### config.mk
export PLATFORM = sky130hd
export DESIGN_NAME = tft_window_sequencer_flat
export DESIGN_NICKNAME = d
export VERILOG_FILES = /design/src/rtl/tft_window_sequencer_pkg.sv /design/src/rtl/tft_window_sequencer_if.sv /design/src/rtl/tft_window_sequencer_pixel_counter.sv /design/src/rtl/tft_window_sequencer.sv /design/src/flat_wrapper.sv
export SDC_FILE = /design/constraint.sdc
export NUM_CORES = 1
export LEC_CHECK = 0
export BUFFER_PORTS_ARGS = -buffer_cell sky130_fd_sc_hd__buf_2
export CAP_MARGIN = 20
export CORE_UTILIZATION = 28
export DETAILED_ROUTE_END_ITERATION = 8
export GPL_ROUTABILITY_DRIVEN = 0
export HOLD_SLACK_MARGIN = 0.15
export PLACE_DENSITY = 0.55
export SETUP_SLACK_MARGIN = 0.05
export SLEW_MARGIN = 40
export SYNTH_ARGS = -nofsm -noshare
export SYNTH_HDL_FRONTEND = slang
export SYNTH_HIERARCHICAL = 1
export SYNTH_SLANG_ARGS = --single-unit
export TNS_END_PERCENT = 1
### constraint.sdc
create_clock -name MasterCLK -period 7 [get_ports MasterCLK]
set_input_delay 0.7 -clock MasterCLK [delete_from_list [all_inputs] [get_ports MasterCLK]]
set_output_delay 0.7 -clock MasterCLK [all_outputs]
set_load 0.02 [all_outputs]
### src/rtl/tft_window_sequencer_pkg.sv
`default_nettype none
// ============================================================================
// Module   : tft_pkg
// Brief    : Shared TFT sequencer types: FSM states, panel command words and
//            default panel geometry, plus coordinate/area helpers.
// Revision : 1.0 - initial release
// ============================================================================
package tft_pkg;

   localparam int WIDTH  = 128;
   localparam int HEIGHT = 160;

   localparam logic [15:0] CMD_CASET = 16'h002A;
   localparam logic [15:0] CMD_RASET = 16'h002B;
   localparam logic [15:0] CMD_RAMWR = 16'h002C;

   typedef enum logic [3:0] {
      IDLE   = 4'd0,
      CASET  = 4'd1,
      XS     = 4'd2,
      XE     = 4'd3,
      RASET  = 4'd4,
      YS     = 4'd5,
      YE     = 4'd6,
      RAMWR  = 4'd7,
      PIXELS = 4'd8
   } state_t;

   function automatic logic [7:0] clampCoord(input logic [7:0] v, input logic [7:0] lim);
      return (v > lim) ? lim : v;
   endfunction

   // Area wraps modulo 2^16; a 256x256 window loads 0, which the counter
   // still runs as 65536 transfers.
   function automatic logic [15:0] windowArea(input logic [7:0] a0, input logic [7:0] a1,
                                              input logic [7:0] b0, input logic [7:0] b1);
      logic [15:0] w;
      logic [15:0] h;
      w = {8'h00, a1} - {8'h00, a0} + 16'd1;
      h = {8'h00, b1} - {8'h00, b0} + 16'd1;
      return w * h;
   endfunction

endpackage
`default_nettype wire

### src/rtl/tft_window_sequencer_if.sv
`default_nettype none
// ============================================================================
// Module   : tft_window_sequencer_if
// Brief    : Request, pixel-source and SPI-word handshake bundle for the
//            window sequencer. master = requester/source/serializer side.
// Revision : 1.0 - initial release
// ============================================================================
interface tft_window_sequencer_if;

   logic        ReqValid;
   logic        ReqReady;
   logic [7:0]  ReqX0;
   logic [7:0]  ReqX1;
   logic [7:0]  ReqY0;
   logic [7:0]  ReqY1;

   logic [15:0] PixData;
   logic        PixValid;
   logic        PixReady;

   logic [15:0] OutData;
   logic        OutRS;
   logic        OutValid;
   logic        OutReady;

   modport master (
      output ReqValid, ReqX0, ReqX1, ReqY0, ReqY1,
      output PixData, PixValid,
      output OutReady,
      input  ReqReady, PixReady,
      input  OutData, OutRS, OutValid
   );

   modport slave (
      input  ReqValid, ReqX0, ReqX1, ReqY0, ReqY1,
      input  PixData, PixValid,
      input  OutReady,
      output ReqReady, PixReady,
      output OutData, OutRS, OutValid
   );

endinterface
`default_nettype wire

### src/rtl/tft_window_sequencer_pixel_counter.sv
`default_nettype none
// ============================================================================
// Module   : tft_pixel_counter
// Brief    : Remaining-pixel down counter; load total, decrement per transfer,
//            Last flags the final pixel of the window.
// Revision : 1.0 - initial release
// ============================================================================
module tft_pixel_counter (
   input  wire logic        clk,
   input  wire logic        rst,
   input  wire logic        load,
   input  wire logic [15:0] loadValue,
   input  wire logic        dec,
   output logic             last
);

   logic [15:0] r_count;

   always_ff @(posedge clk) begin
      if (rst) begin
         r_count <= 16'd0;
      end else if (load) begin
         r_count <= loadValue;
      end else if (dec) begin
         r_count <= r_count - 16'd1;
      end
   end

   assign last = (r_count == 16'd1);

endmodule
`default_nettype wire

### src/rtl/tft_window_sequencer.sv
`default_nettype none
// ============================================================================
// Module   : tft_window_sequencer
// Brief    : Emits CASET/RASET/RAMWR words for a window request, then streams
//            the window's pixels to the SPI word interface.
//            Optional macro TFT_WINDOW_CLIP_EN clamps coordinates to the panel.
// Revision : 1.0 - initial release
// ============================================================================
module tft_window_sequencer #(
   parameter int          WIDTH     = tft_pkg::WIDTH,
   parameter int          HEIGHT    = tft_pkg::HEIGHT,
   parameter logic [15:0] CMD_CASET = tft_pkg::CMD_CASET,
   parameter logic [15:0] CMD_RASET = tft_pkg::CMD_RASET,
   parameter logic [15:0] CMD_RAMWR = tft_pkg::CMD_RAMWR
) (
   input  wire logic             MasterCLK,
   input  wire logic             reset,
   input  wire logic             InitDone,
   tft_window_sequencer_if.slave bus,
   output logic                  Busy,
   output logic                  FrameDone,
   output logic                  Error
);

   import tft_pkg::*;

`ifdef TFT_WINDOW_CLIP_EN
   localparam bit c_clipEn = 1'b1;
`else
   localparam bit c_clipEn = 1'b0;
`endif

   localparam logic [7:0] c_maxX = 8'(WIDTH - 1);
   localparam logic [7:0] c_maxY = 8'(HEIGHT - 1);

   state_t      r_state;
   logic [7:0]  r_x0;
   logic [7:0]  r_x1;
   logic [7:0]  r_y0;
   logic [7:0]  r_y1;
   logic [15:0] r_outData;
   logic        r_outRS;
   logic        r_outValid;
   logic        r_frameDone;
   logic        r_error;

   logic [7:0]  w_x0;
   logic [7:0]  w_x1;
   logic [7:0]  w_y0;
   logic [7:0]  w_y1;
   logic [15:0] w_pixTotal;
   logic        w_reqReady;
   logic        w_reqFire;
   logic        w_reject;
   logic        w_accept;
   logic        w_cmdXfer;
   logic        w_pixXfer;
   logic        w_last;
   logic        w_inPixels;

   always_comb begin
      w_x0 = c_clipEn ? clampCoord(bus.ReqX0, c_maxX) : bus.ReqX0;
      w_x1 = c_clipEn ? clampCoord(bus.ReqX1, c_maxX) : bus.ReqX1;
      w_y0 = c_clipEn ? clampCoord(bus.ReqY0, c_maxY) : bus.ReqY0;
      w_y1 = c_clipEn ? clampCoord(bus.ReqY1, c_maxY) : bus.ReqY1;
   end

   assign w_pixTotal = windowArea(w_x0, w_x1, w_y0, w_y1);
   assign w_reqReady = (r_state == IDLE) && InitDone;
   assign w_reqFire  = bus.ReqValid && w_reqReady;
   assign w_reject   = (w_x1 < w_x0) || (w_y1 < w_y0);
   assign w_accept   = w_reqFire && !w_reject;
   assign w_inPixels = (r_state == PIXELS);
   assign w_cmdXfer  = r_outValid && bus.OutReady;
   assign w_pixXfer  = w_inPixels && bus.PixValid && bus.OutReady;

   tft_pixel_counter u_pixelCounter (
      .clk       (MasterCLK),
      .rst       (reset),
      .load      (w_accept),
      .loadValue (w_pixTotal),
      .dec       (w_pixXfer),
      .last      (w_last)
   );

   // Each command/parameter state preloads the next word on its own transfer,
   // so the registered word only changes when the serializer takes it.
   always_ff @(posedge MasterCLK) begin
      if (reset) begin
         r_state     <= IDLE;
         r_x0        <= 8'd0;
         r_x1        <= 8'd0;
         r_y0        <= 8'd0;
         r_y1        <= 8'd0;
         r_outData   <= 16'd0;
         r_outRS     <= 1'b0;
         r_outValid  <= 1'b0;
         r_frameDone <= 1'b0;
         r_error     <= 1'b0;
      end else begin
         r_frameDone <= 1'b0;
         r_error     <= 1'b0;
         case (r_state)
            IDLE: begin
               if (w_reqFire && w_reject) begin
                  r_error <= 1'b1;
               end else if (w_accept) begin
                  r_x0       <= w_x0;
                  r_x1       <= w_x1;
                  r_y0       <= w_y0;
                  r_y1       <= w_y1;
                  r_outData  <= CMD_CASET;
                  r_outRS    <= 1'b0;
                  r_outValid <= 1'b1;
                  r_state    <= CASET;
               end
            end
            CASET: begin
               if (w_cmdXfer) begin
                  r_outData <= {8'h00, r_x0};
                  r_outRS   <= 1'b1;
                  r_state   <= XS;
               end
            end
            XS: begin
               if (w_cmdXfer) begin
                  r_outData <= {8'h00, r_x1};
                  r_outRS   <= 1'b1;
                  r_state   <= XE;
               end
            end
            XE: begin
               if (w_cmdXfer) begin
                  r_outData <= CMD_RASET;
                  r_outRS   <= 1'b0;
                  r_state   <= RASET;
               end
            end
            RASET: begin
               if (w_cmdXfer) begin
                  r_outData <= {8'h00, r_y0};
                  r_outRS   <= 1'b1;
                  r_state   <= YS;
               end
            end
            YS: begin
               if (w_cmdXfer) begin
                  r_outData <= {8'h00, r_y1};
                  r_outRS   <= 1'b1;
                  r_state   <= YE;
               end
            end
            YE: begin
               if (w_cmdXfer) begin
                  r_outData <= CMD_RAMWR;
                  r_outRS   <= 1'b0;
                  r_state   <= RAMWR;
               end
            end
            RAMWR: begin
               if (w_cmdXfer) begin
                  r_outData  <= 16'd0;
                  r_outRS    <= 1'b0;
                  r_outValid <= 1'b0;
                  r_state    <= PIXELS;
               end
            end
            PIXELS: begin
               if (w_pixXfer && w_last) begin
                  r_frameDone <= 1'b1;
                  r_state     <= IDLE;
               end
            end
            default: begin
               r_outValid <= 1'b0;
               r_state    <= IDLE;
            end
         endcase
      end
   end

   // Pixel phase bypasses the output registers for zero added latency.
   assign bus.OutData  = w_inPixels ? bus.PixData  : r_outData;
   assign bus.OutRS    = w_inPixels ? 1'b1         : r_outRS;
   assign bus.OutValid = w_inPixels ? bus.PixValid : r_outValid;
   assign bus.PixReady = w_inPixels && bus.OutReady;
   assign bus.ReqReady = w_reqReady;

   assign Busy      = (r_state != IDLE);
   assign FrameDone = r_frameDone;
   assign Error     = r_error;

endmodule
`default_nettype wire

### src/flat_wrapper.sv
// flat-port wrapper written by rule: the top's interface ports become plain ports
module tft_window_sequencer_flat import tft_pkg::*;
#(
   parameter int          WIDTH     = tft_pkg::WIDTH,
   parameter int          HEIGHT    = tft_pkg::HEIGHT,
   parameter logic [15:0] CMD_CASET = tft_pkg::CMD_CASET,
   parameter logic [15:0] CMD_RASET = tft_pkg::CMD_RASET,
   parameter logic [15:0] CMD_RAMWR = tft_pkg::CMD_RAMWR
)
  (MasterCLK, reset, InitDone, Busy, FrameDone, Error, bus_ReqValid, bus_ReqX0, bus_ReqX1, bus_ReqY0, bus_ReqY1, bus_PixData, bus_PixValid, bus_OutReady, bus_ReqReady, bus_PixReady, bus_OutData, bus_OutRS, bus_OutValid);
  tft_window_sequencer_if bus_i ();
  input  wire logic MasterCLK;
  input  wire logic reset;
  input  wire logic InitDone;
  output logic Busy;
  output logic FrameDone;
  output logic Error;
  input wire logic [$bits(bus_i.ReqValid)-1:0] bus_ReqValid;
  input wire logic [$bits(bus_i.ReqX0)-1:0] bus_ReqX0;
  input wire logic [$bits(bus_i.ReqX1)-1:0] bus_ReqX1;
  input wire logic [$bits(bus_i.ReqY0)-1:0] bus_ReqY0;
  input wire logic [$bits(bus_i.ReqY1)-1:0] bus_ReqY1;
  input wire logic [$bits(bus_i.PixData)-1:0] bus_PixData;
  input wire logic [$bits(bus_i.PixValid)-1:0] bus_PixValid;
  input wire logic [$bits(bus_i.OutReady)-1:0] bus_OutReady;
  output wire logic [$bits(bus_i.ReqReady)-1:0] bus_ReqReady;
  output wire logic [$bits(bus_i.PixReady)-1:0] bus_PixReady;
  output wire logic [$bits(bus_i.OutData)-1:0] bus_OutData;
  output wire logic [$bits(bus_i.OutRS)-1:0] bus_OutRS;
  output wire logic [$bits(bus_i.OutValid)-1:0] bus_OutValid;
  assign bus_i.ReqValid = bus_ReqValid;
  assign bus_i.ReqX0 = bus_ReqX0;
  assign bus_i.ReqX1 = bus_ReqX1;
  assign bus_i.ReqY0 = bus_ReqY0;
  assign bus_i.ReqY1 = bus_ReqY1;
  assign bus_i.PixData = bus_PixData;
  assign bus_i.PixValid = bus_PixValid;
  assign bus_i.OutReady = bus_OutReady;
  assign bus_ReqReady = bus_i.ReqReady;
  assign bus_PixReady = bus_i.PixReady;
  assign bus_OutData = bus_i.OutData;
  assign bus_OutRS = bus_i.OutRS;
  assign bus_OutValid = bus_i.OutValid;
  tft_window_sequencer #(.WIDTH(WIDTH), .HEIGHT(HEIGHT), .CMD_CASET(CMD_CASET), .CMD_RASET(CMD_RASET), .CMD_RAMWR(CMD_RAMWR)) u_core (.MasterCLK(MasterCLK), .reset(reset), .InitDone(InitDone), .bus(bus_i), .Busy(Busy), .FrameDone(FrameDone), .Error(Error));
endmodule
Word-level counts from Yosys, hierarchy flattened
Cells that the tools add are included.

word-level totals
  register bits after elaboration = 72
  logic and storage cells = 106
  output and inout port bits = 23
  input port bits = 54

cells by class
  bitwise logic cells = 4
  equality and inequality tests = 21
  magnitude comparators = 2
  reductions and logical operators = 26
  $add $sub $neg = 5
  $mul = 1
  muxes and demuxes = 36

operators by type and width
  cell                                                                      number
  16-bit 2-to-1 mux                                                         12
  16-bit case mux with 8 select lines                                       1
  4-bit 2-to-1 mux                                                          10
  4-bit case mux with 9 select lines                                        1
  16-bit by 1-bit adder with 16-bit output (second input constant)          2
  10-bit AND reduction                                                      2
  2-bit by 1-bit inequality test with 1-bit output (second input constant)  9
  8-bit by 8-bit subtractor with 9-bit output                               2
  16-bit by 1-bit == test with 1-bit output (second input constant)         1
  4-bit by 3-bit == test with 1-bit output (second input constant)          4
  8-bit < comparator                                                        2
  16-bit by 16-bit multiplier with 16-bit output                            1
  16-bit by 1-bit subtractor with 16-bit output (second input constant)     1
  1-bit 2-to-1 mux                                                          10
  1-bit logical AND                                                         9
  4-bit by 2-bit == test with 1-bit output (second input constant)          2
  8-bit nonzero test                                                        1
  7-bit OR reduction                                                        1
  2-bit inequality test (second input constant)                             3
  1-bit case mux with 3 select lines                                        2
  5-bit AND reduction                                                       1
  4-bit by 1-bit == test with 1-bit output (second input constant)          1
  4-bit == test (second input constant)                                     1
  4-bit logical NOT                                                         1
  other kinds (11)                                                          15

Logic depth before layout (Yosys ltp)
Gate-level depths: netlist (run 1).

  depth in word-level cells = 7
  gate-level depth with buffers = 30
  mapped depth without buffers = 30

Hierarchy
The synthesis (run 1) kept the hierarchy.

modules (own cells, without submodules)
  module                sequential area each (µm²)  instances  area each (µm²)  cells each
  tft_window_sequencer  960.9                       1          6507.5           803
  tft_pixel_counter     320.3                       1          904.6            106

Worst setup path after synthesis (run 1)
No wires, ideal clock.

  kind = input-to-reg
  from = in bus_ReqY1[0]
  to = reg u_core.u_pixelCounter.r_count[15]
  required time = 6.909 ns
  stages on the path = 29
  setup slack = -0.114 ns
  setup time = 0.091 ns
  data arrival time = 7.023 ns
  path buffers = 0
  cell sequence = inv_1 -> ha_1 -> inv_1 -> fa_1 -> a211oi_2 -> o21bai_1 -> a21oi_2 -> xnor2_1 -> a2111oi_2 -> xnor2_1 -> and2_1 -> fa_1 -> inv_1 -> fa_1 -> inv_1 -> fa_1 -> fa_1 -> inv_1 -> fa_1 -> inv_1 -> ha_1 -> nand3_1 -> a21oi_1 -> nor2_1 -> a21oi_1 -> xnor3_1 -> xnor2_1 -> nor2_1 -> a311oi_1

on the way
  elaborated cells between the ends (all ways) = 9
  classes of those cells = 2 x add/sub; 1 x mul; 1 x order compare; 1 x mux; 4 x reduce/logical

RTL lines
  item                                            RTL line                                  source
  from (decl)                                     flat_wrapper.sv:22                        input wire logic [$bits(bus_i.ReqY1)-1:0] bus_ReqY1;
  8-bit by 8-bit subtractor with 9-bit output     tft_window_sequencer_pkg.sv:40            h = {8'h00, b1} - {8'h00, b0} + 16'd1;
  16-bit by 1-bit adder with 16-bit output        tft_window_sequencer_pkg.sv:40
  16-bit by 16-bit multiplier with 16-bit output  tft_window_sequencer_pkg.sv:41            return w * h;
  net u_core.w_pixTotal[15]                       tft_window_sequencer.sv:51                logic [15:0] w_pixTotal;
  16-bit 2-to-1 mux                               tft_window_sequencer_pixel_counter.sv:22  end else if (load) begin
  to (signal assigned)                            tft_window_sequencer_pixel_counter.sv:23  r_count <= loadValue;
  to (signal assigned)                            tft_window_sequencer_pixel_counter.sv:25  r_count <= r_count - 16'd1;
  to (decl)                                       tft_window_sequencer_pixel_counter.sv:17  logic [15:0] r_count;

The timed path passes the listed nets, and every way through them passes these cells.
A chain may end at the register's enable or synchronous reset.

Final worst setup path (run 1)
  from = in bus_ReqY1[0]
  to = reg u_core.u_pixelCounter.r_count[13]

Same word-level chain as after synthesis.

==> results.cfg, run 1 <==
[timing]
setup_viol = 0
fin_ws_ns = 0.1150
maxSlewViolCount = 0
fin_skew_ns = 0.008875
fin_crit_sh_pct = 98.36
finalCriticalPeriod_ns = 6.885
max_clock_freq_mhz = 145.2
final_hold_viol_count = 0
tightest_slew_ns = 0.8326
rsz0062_at_grt = yes
whs_ns = 0.4544
maxSlewHeadroom_pct = 44.42

[cells_and_area]
nNetsFinal = 1282
layout-drive-gt1-share_pct = 27.09
finalInstanceArea_um2 = 9630
fillers = 2745
diodes = 0
area_growth_pct = 29.93

[synth]
syn_inst = 909
synth_seq_cells = 64
yosys_warnings = 6
synth-simple-area-share_pct = 22.00
syn_area_um2 = 7412
yosysSeqAreaShare_pct = 17.29
synth-compound-area-share_pct = 12.39
synthAdderAreaFrac_pct = 29.64
synthDistinctLibCells = 74
ys_async_sr_fraction_pct = 0
synthXorXnorAreaFrac_pct = 8.474
synth_ff_type = dfxtp_1
muxShareOfSynthArea_pct = 2.043
synth_top_family_by_area = adder cells
syn_nets = 1096
synth_edf_count = 0
avgSynthCellArea_um2 = 8.154

[clock_network]
cts_tree = done
cts_max_path_buffers = 2
clk_latency_ns = 0.34
h-tree-depth = 3
tritoncts.num_buffers = 9
cts.sinks = 64
cts.clk_slew.worst_paths_ns = 0.06
cts_root_buffer = clkbuf_16

[global_route]
first_global_vias = 6220
grt_antenna_before_repair = 0
grt_max_degree = 65
grt_remaining_overflow = 0
grt_pass1_wl_um = 30790
grt.total_usage_pct = 14.45

[routing]
firstDrtPassIters = 5
wl_met3_um = 549
wl_met2_um = 9038
postRouteAntennaNets = 0
vias = 6456
wl_um = 19020
drt-vias-per-instance = 4.499
post_drt_wl_per_cell_um = 13.25
top_layer_used = met4
wl_met1_um = 9260
route.detailed.drc = 0
drtIter0Drc = 353

[outcome]
outcome = completed

[worst_setup_path]
r2r_slack_ns = 3.48
crit-reg2reg-capture = u_core/u_pixelCounter/r_count[15]
cp-startpoint = bus_ReqY1[0]
reg2reg_depth = 10
worstSetupEndpointType = register
cp_slowest_cell = fa_1
worstSetupPathType = input pin to register
r2r-start = u_core/r_state[2]
critPathArrivalTime_ns = 7.14
crit_fanout = 4
slowest_delay_ns = 0.58
start_kind = input pin
required_ns = 7.25
cpMostUsedCell = fa_1
endpoint = u_core/u_pixelCounter/r_count[13]

[place]
placement.io_buffers = 76
placed_area_um2 = 9027
detailedPlace.worstSlack_ns = -0.4137
dp_hpwl_um = 15600

[job]
drv_cap = 0

[die]
coreArea_um2 = 25980
io_pins = 77
num_rows = 59
die_w_um = 164.7
start_util_pct = 28.52
die_h_um = 164.7
fp.dieArea_um2 = 27130

[min_path]
holdCritPathClass = register to register
==> critical path, delay by kind of cell <==
kind / cells / cell delay [ns]
buffers and inverters: 8 / 0.72
XOR/XNOR: 3 / 0.50
AO/OA/AOI/OAI: 7 / 1.62
adder cells (fa/ha/maj): 8 / 3.25
AND/OR/NAND/NOR: 3 / 0.33
==> how the worst min path moves through the flow <==
stage	slack [ns]	cells past startpoint	end	start
after detailed placement	0.45	2	u_core/r_x1[5]	u_core/r_x1[5]
after CTS	0.46	2	u_core/r_y1[6]	u_core/r_y1[6]
after floorplan	0.43	2	u_core/r_y0[3]	u_core/r_y0[3]
after global placement	0.44	2	u_core/r_x1[5]	u_core/r_x1[5]
after global routing	0.47	2	u_core/r_x1[4]	u_core/r_x1[4]
final	0.45	2	u_core/r_y1[6]	u_core/r_y1[6]
==> state kept, by name (all words and copies together), names as in the netlist <==
name / flops
u_core/r_outValid: 1
u_core/r_outRS: 1
u_core/r_x0: 8
u_core/r_y1: 8
u_core/Error: 1
u_core/r_y0: 8
u_core/r_x1: 8
u_core/r_outData: 8
u_core/r_state: 4
u_core/FrameDone: 1
u_core/u_pixelCounter/r_count: 16
==> placed cells by master (no fill, tap or decap), types with 9 or more instances in the layout <==
cell type / n
buf_2: 74
ha_1: 56
nor2_1: 89
o21ai_0: 12
clkbuf_16: 9
fa_1: 68
a21oi_1: 53
and2_1: 26
xnor2_1: 34
nand2_1: 130
dfxtp_1: 64
nor2b_1: 9
mux2_2: 9
xor2_1: 14
a211oi_1: 10
buf_4: 125
nor3_1: 13
inv_1: 124
==> timing repair <==
action / CTS / global route
endpoints found under the hold margin: 0 / 0
hold buffers: 0 / 0
buffers inserted: 4 / 7
pin swaps: 6 / 39
resized for setup: 4 / 44
endpoints found under the setup margin: 1 / 3
==> cells by family (layout without fill, tap and decap cells) <==
kind of cell | count (synthesis) | count (layout)
muxes | 14 | 14
xor gates and xnor gates | 61 | 61
and+or+nand+nor | 337 | 337
adders and majority gates | 133 | 133
buffers and inverters | 161 | 352
AOI/OAI and AO/OA | 139 | 139
DFF | 64 | 64
==> Yosys cell counts, types with 6 or more instances <==
cell type	count	area share [%]
dfxtp_1	64	17
nor3_1	15	1.0
o21ai_0	13	0.88
a21oi_1	55	3.7
fa_1	71	19
inv_1	130	6.6
nor2_1	90	4.6
ha_1	62	10
nand3_1	8	0.54
or3_1	6	0.51
and2_1	28	2.4
a211oi_1	10	1.0
mux2_2	9	1.4
xnor2_1	40	4.7
nand2_1	131	6.6
nor2b_1	11	0.93
nand2b_1	9	0.76
xor2_1	14	1.7
clkbuf_1	26	1.3
==> through the flow <==
| stage | utilization [%] | instances | setup TNS [ns] |
|---|---|---|---|
| CTS | 36.13 | 1428 | 0 |
| finish | 37.06 | 1435 | 0 |
| detailed placement | 34.74 | 1408 | -0.7380 |
| floorplan | - | 909 | 0 |
| global route | 37.06 | 1435 | -0.3084 |
| global placement | 34.74 | 1408 | -0.5021 |
==> layout make-up <==
class                      count  area [um2]  area share (%)
clock inverter                 6       68.82          0.7146
timing repair buffer         203        1358           14.10
inverter                     133       501.7           5.210
multi-input combinational    684        5763           59.84
clock buffer                  10       239.0           2.481
tap                          335       419.2           4.352
sequential                    64        1281           13.30
==> metal layers <==
layer,up-vias,track usage (%)
li1,3327,-
met1,3034,19.50
met2,85,24.12
met3,10,2.511
met4,0,2.794
met5,-,0
Power of run 1 is left out: the tool's default activity adds up to more than one toggle a clock period on the data nets, which glitch-free logic cannot reach.
==> run 2, diff against run 1 <==
Settings changed: CORE_ASPECT_RATIO from default to 0.8.
==> run 2 against run 1 <==
Die area hardly changed. Non-clock buffer count fell by 15. Sequential share of layout area rose by 0.14 points. Sequential cell count stayed put. Register-to-register slack lost 0.17 ns. Global-route usage is 0.23 points higher. Routed wire length up 4.4%. Largest cell class unchanged.
==> results.cfg, run 2 (synthesized netlist as in run 1, its figures left out) <==
[die]
die_h_um = 147.5
fp.dieArea_um2 = 27130
coreArea_um2 = 25630
start_util_pct = 28.91
num_rows = 52
io_pins = 77
die_w_um = 183.9

[timing]
fin_skew_ns = 0.008782
maxSlewViolCount = 0
tightest_slew_ns = 0.7683
rsz0062_at_grt = yes
maxSlewHeadroom_pct = 48.72
max_clock_freq_mhz = 147.6
whs_ns = 0.4496
fin_crit_sh_pct = 96.81
setup_viol = 0
final_hold_viol_count = 0
fin_ws_ns = 0.2232
finalCriticalPeriod_ns = 6.777

[global_route]
grt_antenna_before_repair = 0
grt_pass1_wl_um = 31440
grt_max_degree = 65
grt.total_usage_pct = 14.68
first_global_vias = 6131
grt_remaining_overflow = 0

[routing]
top_layer_used = met4
post_drt_wl_per_cell_um = 13.83
firstDrtPassIters = 5
wl_um = 19860
wl_met2_um = 8805
drt-vias-per-instance = 4.529
wl_met1_um = 10170
vias = 6503
route.detailed.drc = 0
wl_met3_um = 731
drtIter0Drc = 298
postRouteAntennaNets = 0

[clock_network]
cts_max_path_buffers = 2
cts.clk_slew.worst_paths_ns = 0.06
h-tree-depth = 3
cts_tree = done
cts.sinks = 64
cts_root_buffer = clkbuf_16
tritoncts.num_buffers = 9
clk_latency_ns = 0.34
ctsHoldBuffers = 0

[place]
detailedPlace.worstSlack_ns = -0.4026
dp_hpwl_um = 16280
placement.io_buffers = 76

[worst_setup_path]
worstSetupPathType = input pin to register
slowest_delay_ns = 0.54
worstSetupEndpointType = register
cpMostUsedCell = inv_1
cp_slowest_cell = fa_1
start_kind = input pin
critPathArrivalTime_ns = 7.04
crit_fanout = 4
required_ns = 7.26

[cells_and_area]
layout_common_cells = 131 x nand2_1, 125 x inv_1, 110 x buf_4
largest_register_ffs = 16
layout-drive-gt1-share_pct = 25.90
nNetsFinal = 1267
diodes = 0
largest-register = u_core/u_pixelCounter/r_count
area_growth_pct = 28.61
layout_commonest_cell = nand2_1

[job]
drv_cap = 0

[min_path]
holdCritPathClass = register to register

[outcome]
outcome = completed
[run 2: cell types whose count changed in the layout (fill, tap and decap cells not counted), moves of 2 or more]
cell      delta
buf_6        -2
buf_2        +2
clkinv_4     -2
buf_4       -15
inv_6        +2
a21oi_2      +2
[run 2: worst paths after layout]
path | start | end | slack [ns] | depth (start not counted)
max | bus_ReqX0[0] | u_core/u_pixelCounter/r_count[14] | 0.22 | 30
min | u_core/r_y0[3] | u_core/r_y0[3] | 0.45 | 2
max reg2reg | u_core/r_state[2] | u_core/r_outData[4] | 3.31 | 10
min reg2reg | u_core/r_y0[3] | u_core/r_y0[3] | 0.45 | 2
[run 2: worst max-delay path: cells and delay by family]
family                   cells  cell delay (ns)
AO/OA/AOI/OAI                6             1.08
AND/OR/NAND/NOR              5             0.91
buffers and inverters        8             0.53
XOR/XNOR                     3             0.43
adder cells (fa/ha/maj)      8             3.40
[run 2: timing repair]
action | CTS | global route
gates resized for setup | 4 | 30
setup endpoints to repair | 2 | 6
pin swaps | 1 | 36
setup buffers | 1 | 5
[run 2: final cells by class]
type	count	area, um2
clock inverters	5	86.33
inverters	133	499.2
fillers	2698	16100
multi-input cells	684	5737
well taps	351	439.2
flip-flops and latches	64	1281
clock buffers	11	252.7
repair buffers	188	1237
[run 2: per-stage QoR]
step                      cell area (um2)  util [%]  TNS (ns)  instances
after floorplan                      7463         -         0        909
after global placement               8985     35.05   -0.6991       1414
after detailed placement             8985     35.05    -1.088       1414
after CTS                            9360     36.51         0       1431
after global routing                 9533     37.19   -0.1472       1436
final                                9533     37.19         0       1436
[run 2: layer usage]
layer	track usage [%]	up-vias
met5	0	-
met4	2.500	0
met3	3.080	13
met2	22.29	117
met1	21.47	3071
li1	-	3302
Power of run 2 is left out for the same reason.
